`src/rtl/mul_op_sequencer.sv`:
```
// mul_op_sequencer: streams stored operand pairs through an external clocked multiplier and stores the products
module mul_op_sequencer #(
  parameter int ADDR_W = 3,
  parameter int MUL_LAT = 1
) (
  input  logic              clk,
  input  logic              rst,
  input  logic              wr_en,
  input  logic [ADDR_W-1:0] wr_addr,
  input  logic [3:0]        wr_a,
  input  logic [3:0]        wr_b,
  input  logic              start,
  input  logic [ADDR_W:0]   count,
  output logic [3:0]        mul_a,
  output logic [3:0]        mul_b,
  input  logic [7:0]        mul_z,
  input  logic [ADDR_W-1:0] rd_addr,
  output logic [7:0]        rd_data,
  output logic              busy,
  output logic              done
);
  localparam int DEPTH = 1 << ADDR_W;
  typedef enum logic [1:0] {IDLE, WAIT, STORE, DONE} state_t;
  state_t state, next;
  logic [3:0] op_a [DEPTH];
  logic [3:0] op_b [DEPTH];
  logic [7:0] res [DEPTH];
  logic [ADDR_W:0] n, cnt_clamp;
  logic [ADDR_W-1:0] idx, idx_nx;
  logic [3:0] lat_cnt;
  logic last, accept;
  assign cnt_clamp = count > (ADDR_W+1)'(DEPTH) ? (ADDR_W+1)'(DEPTH) : count;
  assign idx_nx = idx + ADDR_W'(1);
  assign last = (ADDR_W+1)'(idx) + (ADDR_W+1)'(1) == n;
  assign accept = state == IDLE && start && cnt_clamp != '0;
  always_comb begin
    next = state;
    next = state == IDLE  ? (start ? (cnt_clamp == '0 ? DONE : WAIT) : IDLE)
         : state == WAIT  ? (lat_cnt == 4'd1 ? STORE : WAIT)
         : state == STORE ? (last ? DONE : WAIT)
         : IDLE;
  end
  always_ff @(posedge clk) begin
    if (rst) begin
      state <= IDLE;
      mul_a <= '0;
      mul_b <= '0;
      rd_data <= '0;
      busy <= 1'b0;
      done <= 1'b0;
      idx <= '0;
      lat_cnt <= '0;
      n <= '0;
    end else begin
      state <= next;
      done <= next == DONE;
      rd_data <= res[rd_addr];
      if (accept) begin
        n <= cnt_clamp;
        idx <= '0;
        mul_a <= op_a[0];
        mul_b <= op_b[0];
        lat_cnt <= 4'(MUL_LAT);
        busy <= 1'b1;
      end
      if (state == WAIT && lat_cnt != 4'd1) lat_cnt <= lat_cnt - 4'd1;
      if (state == STORE && !last) begin
        idx <= idx_nx;
        mul_a <= op_a[idx_nx];
        mul_b <= op_b[idx_nx];
        lat_cnt <= 4'(MUL_LAT);
      end
      if (next == DONE) busy <= 1'b0;
    end
  end
  always_ff @(posedge clk) begin
    if (wr_en && !busy) begin
      op_a[wr_addr] <= wr_a;
      op_b[wr_addr] <= wr_b;
    end
    if (state == STORE) res[idx] <= mul_z;
  end
endmodule

```
`config.mk`:
```
export PLATFORM = sky130hd
export DESIGN_NAME = mul_op_sequencer
export DESIGN_NICKNAME = d
export VERILOG_FILES = /design/src/rtl/mul_op_sequencer.sv
export SDC_FILE = /design/constraint.sdc
export NUM_CORES = 1
export LEC_CHECK = 0
export BUFFER_PORTS_ARGS = -buffer_cell sky130_fd_sc_hd__clkbuf_2
export CORE_ASPECT_RATIO = 0.5
export CORE_MARGIN = 4
export CORE_UTILIZATION = 55
export DETAILED_ROUTE_END_ITERATION = 16
export PLACE_DENSITY = 0.74
export RECOVER_POWER = 100
export SLEW_MARGIN = 25
export SYNTH_ARGS = -nofsm -noshare
export SYNTH_HDL_FRONTEND = slang
export SYNTH_SLANG_ARGS = --single-unit
```
`constraint.sdc`:
```
create_clock -name clk -period 2.75 [get_ports clk]
set_input_delay 0.1375 -clock clk [delete_from_list [all_inputs] [get_ports clk]]
set_output_delay 0.1375 -clock clk [all_outputs]
set_load 0.05 [all_outputs]
```
== Word-level counts from Yosys, hierarchy flattened ==
Memory sizes are Yosys's and may differ from the RTL's. A register that Yosys moved wholly into a read port is not among the register bits.
Index checks and enable logic that the tools add are counted.

* Reductions and logical operators: 15
* $lt $le $gt $ge: 1
* Equal/unequal tests: 6
* Multiplexer cells: 21
* Add/sub/neg operators: 3

{| class="wikitable"
|+ Operators with widths
! cell !! count
|-
| 2-to-1 mux 4 bit || 7
|-
| 2-to-1 mux 2 bit || 7
|-
| 2-to-1 mux 3 bit || 2
|-
| logical AND 1 bit || 5
|-
| 2-to-1 mux 1 bit || 5
|-
| adder 3 x 1 -> 4 bit (second input constant) || 1
|-
| == test 2 bit (second input constant) || 2
|-
| == test 4 x 1 -> 1 bit (second input constant) || 1
|-
| == test 4 bit || 1
|-
| greater-than comparator 4 bit (second input constant) || 1
|-
| zero test 4 bit || 1
|-
| != test 4 x 1 -> 1 bit (second input constant) || 1
|-
| nonzero test 2 bit || 2
|-
| nonzero test 4 bit || 1
|-
| OR reduction 2 bit || 2
|-
| subtractor 4 x 1 -> 4 bit (second input constant) || 1
|-
| adder 3 x 1 -> 3 bit (second input constant) || 1
|-
| nonzero test 3 bit || 1
|-
| == test 2 x 1 -> 1 bit (second input constant) || 1
|-
| zero test 1 bit || 2
|-
| zero test 2 bit || 1
|}

* Memories kept: 3
* Register bits after elaboration: 23
* Logic and storage cells: 58
* Bits of input ports: 30
* Memory bits (writable): 128

{| class="wikitable"
|+ Memory list
! name !! words !! bits a word !! rd ports !! clocked after Yosys merged registers in !! write ports !! RTL line !! text
|-
| res || 8 || 8 || 1 || 1 || 1 || 27 || <nowiki>logic [7:0] res [DEPTH];</nowiki>
|-
| op_a || 8 || 4 || 2 || 0 || 1 || 25 || <nowiki>logic [3:0] op_a [DEPTH];</nowiki>
|-
| op_b || 8 || 4 || 2 || 0 || 1 || 26 || <nowiki>logic [3:0] op_b [DEPTH];</nowiki>
|}

== Longest topological paths before layout ==
* Depth after elaboration: 8
* Depth in mapped cells: 7
* Depth with buffers taken out: 7

== Worst setup path before layout ==
No wires, ideal clock.

* Path kind: reg-to-reg
* Start point: reg idx[1]
* End point: reg mul_a[0]
* Library setup time: 0.132 ns
* Path slack: 0.544 ns
* Cell stages (with the launch flop): 8
* Buffers on the path: 2
* Data arrival time: 2.073 ns
* Period minus slack after synthesis: 2.206 ns
* Cell sequence: dfxtp_1 > ha_1 > buf_2 > buf_2 > mux4_2 > mux2_2 > nand2_1 > a31oi_1

* Cells in the longest elaborated chain, start to end: 5

{| class="wikitable"
|+ Ends and longest elaborated chain
! element !! RTL line !! text
|-
| from (decl) || 29 || <nowiki>logic [ADDR_W-1:0] idx, idx_nx;</nowiki>
|-
| from (signal assigned) || 68 || <nowiki>idx <= idx_nx;</nowiki>
|-
| branches (longest 5 deep; another with memory (8 x 4 bit)) || -- ||
|-
| to (signal assigned) || 61 || <nowiki>mul_a <= op_a[0];</nowiki>
|-
| to (signal assigned) || 69 || <nowiki>mul_a <= op_a[idx_nx];</nowiki>
|-
| to (decl) || 14 || <nowiki>output logic [3:0] mul_a,</nowiki>
|}

Several ways; the timed one is not identified.
A chain may end at the register's enable or synchronous reset.

== Final worst setup path ==
* Start point: reg idx[1]
* End point: reg mul_b[0]

* Cells in the longest elaborated chain, start to end: 5

{| class="wikitable"
|+ Ends and longest elaborated chain
! element !! RTL line !! text
|-
| branches (longest 5 deep; another with memory (8 x 4 bit)) || -- ||
|-
| to (signal assigned) || 62 || <nowiki>mul_b <= op_b[0];</nowiki>
|-
| to (signal assigned) || 70 || <nowiki>mul_b <= op_b[idx_nx];</nowiki>
|-
| to (decl) || 15 || <nowiki>output logic [3:0] mul_b,</nowiki>
|}

Several ways; the timed one is not identified.

==> out/metrics.csv <==
stage,metric,value,unit
timing,worst-margin pin slew,1.29,ns
timing,final hold vios,0,
global_routing,initial antenna violation count,0,
synth,syn nets,390,
timing,Slew HR,0.138,
route,met3 WL post-DR,599,microns
place,placed wire-length estimate,7540,microns
synth,post-synthesis cell type with the largest combined area,edfxtp_1,
route,number of detailed-routing iterations run before antenna repair,4,
cells_and_area,fraction of layout cells with a size suffix above 1,0.204,
clock_network,clk_lat worst skew,0.41,ns
synth,Synth Register Bits,159,
floorplanning,die width,158,microns
timing,post-route minimum period,2.30,ns
route,DRC viols,0,
timing,min setup slack post-route,0.453,ns
cells_and_area,synth-to-layout area growth,15.9,%
critical_path,critical path startpoint category,register,
run_status,status,"complete, no violations",
min_path,Hold Crit Depth,3,
floorplanning,Die H,83.1,microns
route,final WL,11800,microns
place,Post-DP Area,6720,sq um
pwr,Worst VDD drop,0.000399,V
clock_network,clock transition at the registers of the reported paths,0.06,ns
synth,Post-Synthesis Cells,357,
cells_and_area,Storage cell area,4460,sq um
pwr,pwr dens,720,nW/um^2
route,DR iter-0 viols,232,
critical_path,Crit Path Max Fanout,9,
clock_network,clock root cell,clkbuf_16,
synth,Synth warnings,0,
critical_path,CP endpoint kind,register,
critical_path,Setup CP Type,register to register,
route,via count,3353,
synth,"top cells by area, synth","edfxtp_1, mux4_2, dfxtp_1, mux2i_1, mux2_2",
cells_and_area,fin area,7190,sq um
clock_network,clock sinks,159,
global_routing,largest net degree at the start of global routing,32,
critical_path,CP arrival,2.62,ns
timing,maximum clock rate,0.435,GHz
route,WL/cell,20.1,microns
route,WL met2,5940,microns
min_path,hold worst-path end,n[0]$_SDFFE_PP0P_,
min_path,Worst Hold Class,input port to register,
clock_network,depth of the CTS H-tree,4,
floorplanning,Initial Utilization,0.563,
min_path,hold_sp,count[0],
critical_path,r2r worst-path depth,7,
global_routing,gr ovfl total,0,
route,vias per cell,5.68,
critical_path,FF-to-FF setup slack,0.45,ns
clock_network,CTS buffer count,17,
timing,Hold Slack,0.0168,ns
clock_network,Post-CTS Setup Repair Bufs,0,
flow_run,max cap viols,0,
route,met1 WL,5230,microns
timing,Clock Skew,0.00930,ns
cells_and_area,antenna cells,0,
timing,fin crit share,0.835,
place,IO Port Bufs,47,
floorplanning,I/O pin total,48,
global_routing,global-route wire length before repair,19100,microns
synth,Mapped Area,6200,sq um
route,Top Metal Used,met4,
place,gp weighted congestion,0.812,
route,ANT nets after route,0,
clock_network,clk buf depth,2,
synth,share of the synthesized area in the top cell type,0.619,
synth,"Seq/Total Area, Yosys",0.719,
timing,RSZ-0062 raised after global routing,false,
cells_and_area,area of the multi-input gates,1650,sq um
synth,Syn Area/Cell,17.4,sq um
pwr,static leakage,2.31,nW
place,worst slack at placement,0.554,ns
floorplanning,die area,13100,sq um
cells_and_area,FILL cells,774,
timing,Final Setup Violations,0,
timing,Fin Setup TNS,0,ns
critical_path,RR Startpoint,idx[1]$_SDFFE_PP0P_,
timing,count of final max-slew check failures,0,
synth,"Distinct cells, synth",38,
critical_path,"Data required, critical path",3.07,ns
cells_and_area,Finished Core Util,0.653,
clock_network,CTS tree,built,
floorplanning,core area,11000,sq um
critical_path,FF-to-FF End,mul_b[0]$_SDFFE_PP0P_,
global_routing,total track usage,0.194,
global_routing,vias in the first global route,3557,
cells_and_area,Layout Nets,465,
floorplanning,Rows,27,
cell type report:
| class | instances | share of cell area |
|---|---|---|
| Tap cell | 145 | 0.0252 |
| Multi-Input combinational cell | 177 | 0.230 |
| Timing Repair Buffer | 74 | 0.0480 |
| Clock inverter | 12 | 0.0136 |
| Clock buffer | 20 | 0.0607 |
| Inverter | 3 | 0.00157 |
| Sequential cell | 159 | 0.621 |
critical path, cell delays in order (launching register included):
cell and delay [ns]:
dfxtp_1 0.46, ha_1 0.30, buf_4 0.20, xnor2_1 0.28
a41o_1 0.37, clkbuf_1 0.29, nand3_1 0.12, a31oi_1 0.20
kinds of logic (layout without fill, tap and decap cells):
kind of cell	count (synthesis)	in the layout	synth area share
XOR/XNOR	5	5	0.00827
buffers and inverters	21	109	0.0141
AO/OA/AOI/OAI	26	26	0.0294
flip-flops	159	159	0.720
multiplexers	49	49	0.145
AND/OR/NAND/NOR	94	94	0.0774
adder cells (fa/ha/maj)	3	3	0.00605
sequential cells by signal, summed over array words and instances, names as in the netlist:
signal	count
busy	1
done	1
idx	3
lat_cnt	4
mul_a	4
mul_b	4
n	4
op_a	32
op_b	32
rd_data	8
res	64
state	2
stage by stage:
step | total power (W) | instances
detailed placement | 0.00312 | 553
finish | 0.00518 | 590
global route | 0.00537 | 590
CTS | 0.00522 | 590
global placement | 0.00311 | 553
floorplan | 0.00299 | 357
power breakdown:
group          total, W  switching (W)  leakage [nW]  internal, W
Clock           0.00211       0.000877         0.253      0.00123
Combinational  0.000375       0.000245         0.643     0.000131
Sequential      0.00269      0.0000359          1.41      0.00266
cells in the mapped netlist:
cell type and count:
edfxtp_1 128, mux4_2 32, dfxtp_1 31, nor2_1 23, nand2_1 19, nand3_1 12
clkbuf_1 10, a31oi_1 9, mux2i_1 9, nor3_1 9, mux2_2 8, buf_2 7
nor2b_1 5, nor4_1 5, a21oi_1 4, a22oi_1 4, nand2b_1 4, nand3b_1 4
ha_1 3, inv_1 3, nor3b_1 3, or3b_2 3, a211oi_1 2, and2_1 2
nor4b_1 2, o21ai_0 2, xnor2_1 2, xor2_1 2, a311o_1 1, a32oi_1 1
a41o_1 1, a41oi_2 1, and4_1 1, buf_1 1, nand4_1 1, nor2_2 1
o22ai_1 1, xor2_2 1
metal layers:
metal,vias to the layer above,track usage
met4,0,0.0557
li1,1569,-
met2,78,0.305
met5,-,0
met3,8,0.0474
met1,1698,0.272
worst max-delay path by stage:
stage / slack, ns / end / start
floorplan: 0.54 / mul_a[0]$_SDFFE_PP0P_ / idx[1]$_SDFFE_PP0P_
global placement: 0.64 / mul_a[1]$_SDFFE_PP0P_ / idx[1]$_SDFFE_PP0P_
detailed placement: 0.55 / mul_b[0]$_SDFFE_PP0P_ / idx[1]$_SDFFE_PP0P_
CTS: 0.54 / mul_b[0]$_SDFFE_PP0P_ / idx[1]$_SDFFE_PP0P_
global route: 0.25 / idx[2]$_SDFFE_PP0P_ / idx[1]$_SDFFE_PP0P_
finish: 0.45 / mul_b[0]$_SDFFE_PP0P_ / idx[1]$_SDFFE_PP0P_
placed cells by master (no fill, tap or decap), types with 5 or more instances in the layout:
cell type,Yosys,layout
edfxtp_1,128,128
clkbuf_1,10,55
mux4_2,32,32
dfxtp_1,31,31
nor2_1,23,23
nand2_1,19,19
clkbuf_16,0,17
nand3_1,12,12
clkbuf_2,0,11
nor3_1,9,9
mux2i_1,9,9
a31oi_1,9,9
mux2_2,8,8
buf_4,0,6
nor4_1,5,5
nor2b_1,5,5
clkinv_2,0,5
dlygate4sd3_1,0,5
what timing repair did:
action,4_1_cts,5_1_grt
resized for setup,0,0
hold endpoints to repair,33,0
hold buffers,5,0
endpoints found under the setup margin,0,0
(Power assumes the default switching activity.)
